[config.mk]
export PLATFORM = sky130hd
export DESIGN_NAME = vfp_axis_frame_switch
export DESIGN_NICKNAME = d
export VERILOG_FILES = /design/src/rtl/vfp_switch_pkg.sv /design/src/rtl/vfp_axil_regs.sv /design/src/rtl/vfp_axis_frame_switch.sv
export SDC_FILE = /design/constraint.sdc
export NUM_CORES = 1
export LEC_CHECK = 0
export ABC_AREA = 1
export BUFFER_PORTS_ARGS = -buffer_cell sky130_fd_sc_hd__buf_4
export CELL_PAD_IN_SITES_DETAIL_PLACEMENT = 1
export CELL_PAD_IN_SITES_GLOBAL_PLACEMENT = 2
export CORE_MARGIN = 5
export CORE_UTILIZATION = 30
export CTS_BUF_LIST = sky130_fd_sc_hd__clkbuf_8
export DETAILED_ROUTE_END_ITERATION = 8
export GPL_TIMING_DRIVEN = 1
export PLACE_DENSITY = 0.94
export SYNTH_ARGS = -nofsm -noshare
export SYNTH_HDL_FRONTEND = slang
export SYNTH_SLANG_ARGS = --single-unit
[constraint.sdc]
create_clock -name ACLK -period 4.1 [get_ports ACLK]
set_input_delay 0.41 -clock ACLK [delete_from_list [all_inputs] [get_ports ACLK]]
set_output_delay 0.41 -clock ACLK [all_outputs]
set_load 0.02 [all_outputs]
[src/rtl/vfp_switch_pkg.sv]
// vfp_switch_pkg: register map, FSM states and response codes shared by the frame switch
package vfp_switch_pkg;
  localparam logic [7:0] REG_CTRL   = 8'h00;
  localparam logic [7:0] REG_LINES  = 8'h04;
  localparam logic [7:0] REG_STATUS = 8'h08;
  localparam logic [7:0] REG_FRAMES = 8'h0C;
  localparam logic [1:0] RESP_OKAY  = 2'b00;
  localparam logic [15:0] LINES_RST = 16'd1080;
  typedef enum logic [1:0] {IDLE, WAIT_SOF, STREAM} state_t;
endpackage

[src/rtl/vfp_axil_regs.sv]
// vfp_axil_regs: AXI4-Lite slave holding CTRL/LINES/FRAMES and exposing STATUS
module vfp_axil_regs import vfp_switch_pkg::*; #(
  parameter int ADDR_W = 8
) (
  input  logic              ACLK,
  input  logic              ARESETN,
  input  logic [ADDR_W-1:0] AWADDR,
  input  logic [2:0]        AWPROT,
  input  logic              AWVALID,
  output logic              AWREADY,
  input  logic [31:0]       WDATA,
  input  logic [3:0]        WSTRB,
  input  logic              WVALID,
  output logic              WREADY,
  output logic [1:0]        BRESP,
  output logic              BVALID,
  input  logic              BREADY,
  input  logic [ADDR_W-1:0] ARADDR,
  input  logic [2:0]        ARPROT,
  input  logic              ARVALID,
  output logic              ARREADY,
  output logic [31:0]       RDATA,
  output logic [1:0]        RRESP,
  output logic              RVALID,
  input  logic              RREADY,
  input  logic [31:0]       status,
  input  logic              frame_inc,
  output logic              en,
  output logic [7:0]        sel,
  output logic [15:0]       lines
);
  logic [ADDR_W-1:0] wa, ra;
  logic [31:0] frames, rd;
  logic unused;
  assign unused = ^{AWPROT, ARPROT, AWADDR[1:0], ARADDR[1:0], WDATA[31:16], WSTRB[3:2]};
  assign wa = {AWADDR[ADDR_W-1:2], 2'b00};
  assign ra = {ARADDR[ADDR_W-1:2], 2'b00};
  assign WREADY = AWREADY;
  assign BRESP = RESP_OKAY;
  assign RRESP = RESP_OKAY;
  // SEL keeps a full byte so out-of-range selections read back exactly as written
  always_comb rd = (ra == ADDR_W'(REG_CTRL))   ? {16'b0, sel, 7'b0, en} :
                   (ra == ADDR_W'(REG_LINES))  ? {16'b0, lines} :
                   (ra == ADDR_W'(REG_STATUS)) ? status :
                   (ra == ADDR_W'(REG_FRAMES)) ? frames : 32'b0;
  always_ff @(posedge ACLK or negedge ARESETN) begin
    if (!ARESETN) begin
      AWREADY <= 1'b0;
      BVALID  <= 1'b0;
      ARREADY <= 1'b0;
      RVALID  <= 1'b0;
      RDATA   <= 32'b0;
      en      <= 1'b0;
      sel     <= 8'b0;
      lines   <= LINES_RST;
      frames  <= 32'b0;
    end else begin
      AWREADY <= !AWREADY && AWVALID && WVALID && !BVALID;
      ARREADY <= !ARREADY && ARVALID && !RVALID;
      if (AWREADY) BVALID <= 1'b1;
      else if (BREADY) BVALID <= 1'b0;
      if (ARREADY) begin
        RVALID <= 1'b1;
        RDATA  <= rd;
      end else if (RREADY) RVALID <= 1'b0;
      if (AWREADY && wa == ADDR_W'(REG_CTRL)) begin
        if (WSTRB[0]) en <= WDATA[0];
        if (WSTRB[1]) sel <= WDATA[15:8];
      end
      if (AWREADY && wa == ADDR_W'(REG_LINES)) begin
        if (WSTRB[0]) lines[7:0] <= WDATA[7:0];
        if (WSTRB[1]) lines[15:8] <= WDATA[15:8];
      end
      if (AWREADY && wa == ADDR_W'(REG_FRAMES)) frames <= 32'b0;
      else if (frame_inc) frames <= frames + 32'd1;
    end
  end
endmodule

[src/rtl/vfp_axis_frame_switch.sv]
// vfp_axis_frame_switch: N-input AXI4-Stream video switch that changes source only at frame boundaries
module vfp_axis_frame_switch import vfp_switch_pkg::*; #(
  parameter int NUM_CH = 4,
  parameter int DATA_W = 24,
  parameter int SEL_W  = $clog2(NUM_CH),
  parameter int ADDR_W = 8
) (
  input  logic                     ACLK,
  input  logic                     ARESETN,
  input  logic [ADDR_W-1:0]        AWADDR,
  input  logic [2:0]               AWPROT,
  input  logic                     AWVALID,
  output logic                     AWREADY,
  input  logic [31:0]              WDATA,
  input  logic [3:0]               WSTRB,
  input  logic                     WVALID,
  output logic                     WREADY,
  output logic [1:0]               BRESP,
  output logic                     BVALID,
  input  logic                     BREADY,
  input  logic [ADDR_W-1:0]        ARADDR,
  input  logic [2:0]               ARPROT,
  input  logic                     ARVALID,
  output logic                     ARREADY,
  output logic [31:0]              RDATA,
  output logic [1:0]               RRESP,
  output logic                     RVALID,
  input  logic                     RREADY,
  input  logic [NUM_CH-1:0]        s_axis_tvalid,
  output logic [NUM_CH-1:0]        s_axis_tready,
  input  logic [NUM_CH-1:0]        s_axis_tlast,
  input  logic [NUM_CH-1:0]        s_axis_tuser,
  input  logic [NUM_CH*DATA_W-1:0] s_axis_tdata,
  output logic                     m_axis_tvalid,
  input  logic                     m_axis_tready,
  output logic                     m_axis_tlast,
  output logic                     m_axis_tuser,
  output logic [DATA_W-1:0]        m_axis_tdata
);
  state_t state;
  logic en, ok, in_v, in_l, in_u, out_free, fwd, take, eof, frame_inc;
  logic [7:0] sel, act;
  logic [15:0] lines, lines_eff, line_cnt, base, nxt;
  logic [SEL_W-1:0] a;
  logic [DATA_W-1:0] in_d;
  logic [31:0] status;
  assign a = act[SEL_W-1:0];
  assign ok = act < 8'(NUM_CH);
  assign in_v = s_axis_tvalid[a];
  assign in_l = s_axis_tlast[a];
  assign in_u = s_axis_tuser[a];
  assign in_d = s_axis_tdata[a*DATA_W +: DATA_W];
  assign out_free = !m_axis_tvalid || m_axis_tready;
  // In WAIT_SOF only the start-of-frame beat is held for the output; everything else drains
  assign fwd = ok && (state == STREAM || (state == WAIT_SOF && en && in_u));
  assign take = fwd && in_v && out_free;
  assign lines_eff = (lines == 16'd0) ? 16'd1 : lines;
  assign base = in_u ? 16'd0 : line_cnt;
  assign nxt = base + 16'(in_l);
  assign eof = in_l && nxt >= lines_eff;
  assign frame_inc = take && ((in_u && state == STREAM) || eof);
  assign status = {{(24-SEL_W){1'b0}}, a, 6'b0, sel != act, state != IDLE};
  always_comb begin
    s_axis_tready = {NUM_CH{ARESETN}};
    if (fwd && ARESETN) s_axis_tready[a] = out_free;
  end
  always_ff @(posedge ACLK or negedge ARESETN) begin
    if (!ARESETN) begin
      state         <= IDLE;
      act           <= 8'b0;
      line_cnt      <= 16'b0;
      m_axis_tvalid <= 1'b0;
      m_axis_tlast  <= 1'b0;
      m_axis_tuser  <= 1'b0;
      m_axis_tdata  <= '0;
    end else begin
      if (out_free) m_axis_tvalid <= take;
      if (take) begin
        m_axis_tdata <= in_d;
        m_axis_tlast <= in_l;
        m_axis_tuser <= in_u;
      end
      if (state == IDLE) begin
        if (en) begin
          act      <= sel;
          line_cnt <= 16'b0;
          state    <= WAIT_SOF;
        end
      end else if (state == WAIT_SOF && !en) state <= IDLE;
      else if (take) begin
        if (eof) begin
          line_cnt <= 16'b0;
          act      <= sel;
          state    <= en ? WAIT_SOF : IDLE;
        end else begin
          line_cnt <= nxt;
          state    <= STREAM;
        end
      end
    end
  end
  vfp_axil_regs #(.ADDR_W(ADDR_W)) u_regs (
    .ACLK(ACLK), .ARESETN(ARESETN),
    .AWADDR(AWADDR), .AWPROT(AWPROT), .AWVALID(AWVALID), .AWREADY(AWREADY),
    .WDATA(WDATA), .WSTRB(WSTRB), .WVALID(WVALID), .WREADY(WREADY),
    .BRESP(BRESP), .BVALID(BVALID), .BREADY(BREADY),
    .ARADDR(ARADDR), .ARPROT(ARPROT), .ARVALID(ARVALID), .ARREADY(ARREADY),
    .RDATA(RDATA), .RRESP(RRESP), .RVALID(RVALID), .RREADY(RREADY),
    .status(status), .frame_inc(frame_inc), .en(en), .sel(sel), .lines(lines)
  );
endmodule

==> flow_summary.ini, run 1 <==
[die]
coreArea_sq_um = 28900
placement_rows = 62
io_pins = 246
die_x_microns = 181
fp.dieH_microns = 181
initial_core_util = 0.305
die-area_sq_um = 32900

[power]
p_leak_nw = 5.97
total_power_mw = 5.30
cellPowerDensity_nw_per_um2 = 462
max-vdd-ir-drop_mv = 0.206

[timing]
finalSetupViolCount = 0
setup_ws_ns = 0.237
max_slew_margin = 0.549
period_needed_ns = 3.86
slew_viol_final = 0
clock.fmax_mhz = 259
period_share = 0.942
whs_ns = 0.120
skew_ns = 0.0181
worst_pin_slew_ns = 0.677
hold_viol = 0

[global_routing]
globalRouteOverflowTotal = 0
grt_max_degree = 120
grt.total_usage = 0.194
grt_pass1_vias = 9292
antenna_found_initial = 0
grt_pass1_wl_microns = 51600

[setup_path]
slowest_delay_ns = 0.47
arrival_ns = 4.25
r2r-end = u_regs.frames[21]
critical-path-slowest-cell = dfrtp_2
crit_top_cell = nand2_1
critPathKind = reg -> reg
endpoint_kind = register
rr_startpoint = act[0]
rrSetupSlack_ns = 0.24
rr_worst_depth = 27
start_kind = register
cp.required_ns = 4.49
path_max_fanout = 16

[drt]
ant_nets = 0
drc_errors = 0
wl_per_cell_microns = 17.9
drt-pass1-iter-count = 4
viasPerCell = 4.96
drt_iter0_drc = 470
vias = 9088
routed_wl_microns = 32800

[layout]
fillers = 3604
area_growth_pct = 30.0
nets = 1630
drive_gt1_frac = 0.217
design_area_sq_um = 11500
diodes = 0
regArea_sq_um = 3660
final_cell_count_no_fill = 1834
multi_input_area_sq_um = 4440

[clock_network]
clk_latency_ns = 0.46
tritoncts = yes
path_clk_slew_ns = 0.10
cts_buffer_depth = 2
cts_root_buf = clkbuf_8
numCtsBuffers = 17
cts.htree.levels = 4
cts.sinks = 146

[synth]
synthDistinctLibCells = 43
synth_cells = 1219
synth_fa_ha_area_frac = 0.0270
avgSynthCellArea_sq_um = 7.23
synth_ff_type = dfrtp_1
yosysWarnings = 0
syn-cell-area_sq_um = 8810
ys_ff_latch = 146
synthMuxAreaShare = 0
synth_top_family_by_area = simple AND/OR/NAND/NOR gates
async_flop_share = 1.00
ys_seq_area_frac = 0.415
synth_xor_area_frac = 0.0277
synth_edf_count = 0
synth_compound_area_frac = 0.0913
yosys.area_share.simple = 0.351

[placement]
dp_slack_ns = -0.0197
portBuffers = 213
dp_cells = 1783
dpl.hpwl_microns = 24400
place_area_sq_um = 10800
gp_congestion = 0.920

[hold_path]
hp-class = in -> reg
holdPathEnd = u_regs.BVALID
whs_path_depth = 2
worstHoldStart = BREADY

[status]
status = finished, final reports clean

[job]
maxCapViolCount = 0
-- metrics by stage --
stage | utilization | TNS, ns
finish | 0.397 | 0
global route | 0.397 | -0.0477
CTS | 0.390 | 0
detailed placement | 0.374 | -0.0931
global placement | 0.374 | 0
floorplan | - | 0
-- how the worst max path moves through the flow --
| stage | from | endpoint | slack, ns | cells after the start |
|---|---|---|---|---|
| 2_1_floorplan | act[0] | line_cnt[12] | 0.86 | 25 |
| 3_3_place_gp | act[0] | u_regs.frames[4] | 0.06 | 24 |
| 3_5_place_dp | act[0] | u_regs.frames[28] | -0.02 | 24 |
| 4_1_cts | act[0] | u_regs.frames[14] | 0.07 | 25 |
| 5_1_grt | act[0] | u_regs.frames[12] | -0.01 | 27 |
| 6_report | act[0] | u_regs.frames[21] | 0.24 | 27 |
-- synthesized netlist by cell type (4+ instances only) --
master    number  area (sq um)
nor2_4         5          56.3
dfrtp_1      142          3550
clkbuf_1      25          93.8
a22oi_1       32           240
nand2_2        4          25.0
a21oi_1       29           145
xnor2_1        6          52.6
nor3_1        20           100
dfstp_2        4           105
buf_2         13          65.1
xor2_1        20           175
buf_4         10          75.1
nor2_1        69           259
nand2_1      407          1530
nor4_1         5          31.3
nand3_1      134           671
o22ai_1        8          50.1
inv_1        125           469
ha_1          19           238
o21ai_0       62           310
nand4_1       44           275
-- power breakdown --
| part | leakage, nW | internal, mW | switching (mW) |
|---|---|---|---|
| Clock | 0.220 | 0.672 | 0.633 |
| Combinational | 3.80 | 0.803 | 1.41 |
| Sequential | 1.95 | 1.63 | 0.151 |
-- cells in the final DEF, fill, tap and decap left out, types with 6 or more instances in the layout --
master,synthesis,final
nand2_1,407,404
buf_4,10,238
dfrtp_1,142,140
nand3_1,134,132
inv_1,125,126
nor2_1,69,68
o21ai_0,62,62
nand4_1,44,44
a22oi_1,32,32
a21oi_1,29,29
xor2_1,20,20
nor3_1,20,20
ha_1,19,19
clkbuf_8,0,17
o22ai_1,8,8
nand2_2,4,7
nor2_4,5,7
xnor2_1,6,6
clkinv_4,0,6
-- registers in the layout, summed over array words and instances (netlist names), 2 cells and up --
register / count
u_regs.sel: 8
u_regs.lines: 16
line_cnt: 16
m_axis_tdata: 24
u_regs.frames: 32
act: 8
u_regs.RDATA: 32
state: 2
-- worst max-delay path, delay by kind of cell (launching register included) --
| family | cells | cell delay (ns) |
|---|---|---|
| adder cells (fa/ha/maj) | 3 | 0.62 |
| buffers and inverters | 4 | 0.62 |
| AND/OR/NAND/NOR | 20 | 2.06 |
| flip-flops | 1 | 0.47 |
-- metal layers --
metal / share of wire / global-route usage
met1: 0.47 / 0.262
met2: 0.46 / 0.319
met3: 0.052 / 0.0360
met4: 0.017 / 0.0540
met5: 0 / 0
-- layout make-up --
| class | instances | share of cell area |
|---|---|---|
| multi-input combinational | 892 | 0.387 |
| sequential | 146 | 0.319 |
| clock buffer | 17 | 0.0204 |
| timing repair buffer | 248 | 0.169 |
| clock inverter | 15 | 0.0185 |
| tap | 384 | 0.0419 |
| inverter | 132 | 0.0437 |
-- kinds of logic (layout without fill, tap and decap cells) --
logic type               Yosys count  after routing
AO/OA/AOI/OAI                    139            139
XOR/XNOR                          27             27
adder cells (fa/ha/maj)           19             19
buffers and inverters            185            412
flip-flops                       146            146
other                              1              4
AND/OR/NAND/NOR                  702            703
-- timing repair --
action | in CTS | in global routing
hold buffers | 1 | 0
cloned | 0 | 2
setup buffers | 0 | 16
pin swaps | 0 | 5
endpoints found under the setup margin | 32 | 54
hold endpoints to repair | 27 | 0
gates resized for setup | 3 | 13
(Power assumes the default switching activity.)
==> inputs of run 2 (changes only) <==
--- a/config.mk
+++ b/config.mk
@@ -7,6 +7,7 @@
 export LEC_CHECK = 0
 export ABC_AREA = 1
 export BUFFER_PORTS_ARGS = -buffer_cell sky130_fd_sc_hd__buf_4
+export CAP_MARGIN = 5
 export CELL_PAD_IN_SITES_DETAIL_PLACEMENT = 1
 export CELL_PAD_IN_SITES_GLOBAL_PLACEMENT = 2
 export CORE_MARGIN = 5
==> constraint.sdc (replaced) <==
create_clock -name ACLK -period 4.1 [get_ports ACLK]
set_input_delay 0.205 -clock ACLK [delete_from_list [all_inputs] [get_ports ACLK]]
set_output_delay 0.205 -clock ACLK [all_outputs]
set_load 0.02 [all_outputs]
==> run 2 against run 1 <==
  * Non-clock buffer count increased by 2
  * Global-route usage about the same
  * Largest power group unchanged
  * Sequential power about the same
  * Combinational power decreased by 2%
  * Utilization decreased by 0.11 points
  * Final cell count increased by 0.11%
  * Clock power decreased by 12%
  * Die area unchanged
==> flow_summary.ini, run 2 (synthesized netlist as in run 1, its figures left out) <==
[setup_path]
critical-path-slowest-cell = dfrtp_2
critPathKind = reg -> reg
endpoint_kind = register
cp.required_ns = 4.44
rrSetupSlack_ns = 0.38
path_max_fanout = 32
start_kind = register
crit_top_cell = nand2_1
slowest_delay_ns = 0.48
arrival_ns = 4.06

[global_routing]
grt_pass1_wl_microns = 51600
grt_pass1_vias = 9442
grt.total_usage = 0.194
antenna_found_initial = 0
grt_max_degree = 124
globalRouteOverflowTotal = 0

[die]
initial_core_util = 0.305
die_x_microns = 181
coreArea_sq_um = 28900
fp.dieH_microns = 181
io_pins = 246
die-area_sq_um = 32900
placement_rows = 62

[power]
cellPowerDensity_nw_per_um2 = 446
max-vdd-ir-drop_mv = 0.220
p_leak_nw = 5.93

[job]
maxCapViolCount = 0

[timing]
period_needed_ns = 3.72
hold_viol = 0
skew_ns = 0.0212
max_slew_margin = 0.493
clock.fmax_mhz = 269
finalSetupViolCount = 0
period_share = 0.908
whs_ns = 0.0340
worst_pin_slew_ns = 0.760
slew_viol_final = 0
tns_ns = 0

[drt]
wl_per_cell_microns = 17.9
drt-pass1-iter-count = 6
drt_iter0_drc = 466
drc_errors = 0
vias = 9177
ant_nets = 0
viasPerCell = 5.00
routed_wl_microns = 32800

[placement]
gp_congestion = 0.933
dpl.hpwl_microns = 24700
portBuffers = 213
place_area_sq_um = 10800

[layout]
final_common_cell = nand2_1
fillers = 3639
drive_gt1_frac = 0.211
area_growth_pct = 29.7
design_area_sq_um = 11400
mostFrequentLayoutCells = nand2_1, buf_4, dfrtp_1, nand3_1, inv_1
diodes = 0
nets = 1632
multi_input_area_sq_um = 4430
regArea_sq_um = 3660
reg.largest.list = u_regs.RDATA: 32 flops, u_regs.frames: 32 flops, m_axis_tdata: 24 flops

[status]
status = finished, final reports clean

[clock_network]
path_clk_slew_ns = 0.09
cts_root_buf = clkbuf_8
clk_latency_ns = 0.46
cts.htree.levels = 4
numCtsBuffers = 17
cts_buffer_depth = 2
cts.sinks = 146
tritoncts = yes

[hold_path]
hp-class = in -> reg
-- run 2: changes by cell type in the layout (fill, tap and decap cells not counted), moves of 2 or more --
cell,previous run,this run
buf_4,238,232
clkinv_4,6,4
dlygate4sd3_1,1,13
buf_6,3,1
ha_1,19,17
clkbuf_8,17,19
inv_6,1,4
bufinv_16,4,1
ha_2,0,2
-- run 2: cell type report --
cell class	instances	area share
clock buffer	19	0.0229
clock inverter	13	0.0112
inverter	132	0.0438
multi-input combinational	892	0.388
sequential	146	0.320
tap	384	0.0420
timing repair buffer	250	0.172
-- run 2: path summary, 6_finish.rpt --
path                                from                end  cells past startpoint
setup / recovery                  act[0]  u_regs.frames[11]                     28
hold / removal                  WDATA[1]    u_regs.lines[1]                      3
setup reg to reg                  act[0]  u_regs.frames[11]                     28
hold reg to reg            u_regs.RVALID     u_regs.ARREADY                      1
max in group asynchronous        ARESETN        line_cnt[8]                      3
min in group asynchronous        ARESETN   m_axis_tdata[16]                      2
-- run 2: worst max-delay path: cells and delay by family, from the launching register on --
kind | cells | cell delay, ns
adder cells (fa/ha/maj) | 2 | 0.50
buffers and inverters | 4 | 0.51
AND/OR/NAND/NOR | 22 | 2.14
flip-flops | 1 | 0.48
-- run 2: per-layer routing --
metal	track usage	share of wire
met1	0.255	0.45
met2	0.332	0.48
met3	0.0354	0.055
met4	0.0468	0.016
met5	0	0
-- run 2: what timing repair did --
action,4_1_cts,5_1_grt
hold buffers,12,1
buffers inserted,0,8
endpoints found under the setup margin,0,55
resized for setup,0,13
endpoints found under the hold margin,33,1
-- run 2: report_power, final --
group          switching (mW)  internal (mW)
sequential              0.154           1.63
combinational            1.40          0.775
clock                   0.624          0.525
total                    2.17           2.93
-- run 2: through the flow --
step,std cells,worst slack [ns],power [mW],util
after CTS,1826,0.0328,5.08,0.391
after detailed placement,1782,0.0739,3.90,0.374
after global placement,1782,0.190,3.85,0.374
after floorplan,1222,0.863,3.07,-
final,1836,0.377,5.10,0.396
after global routing,1836,-0.0163,5.45,0.396
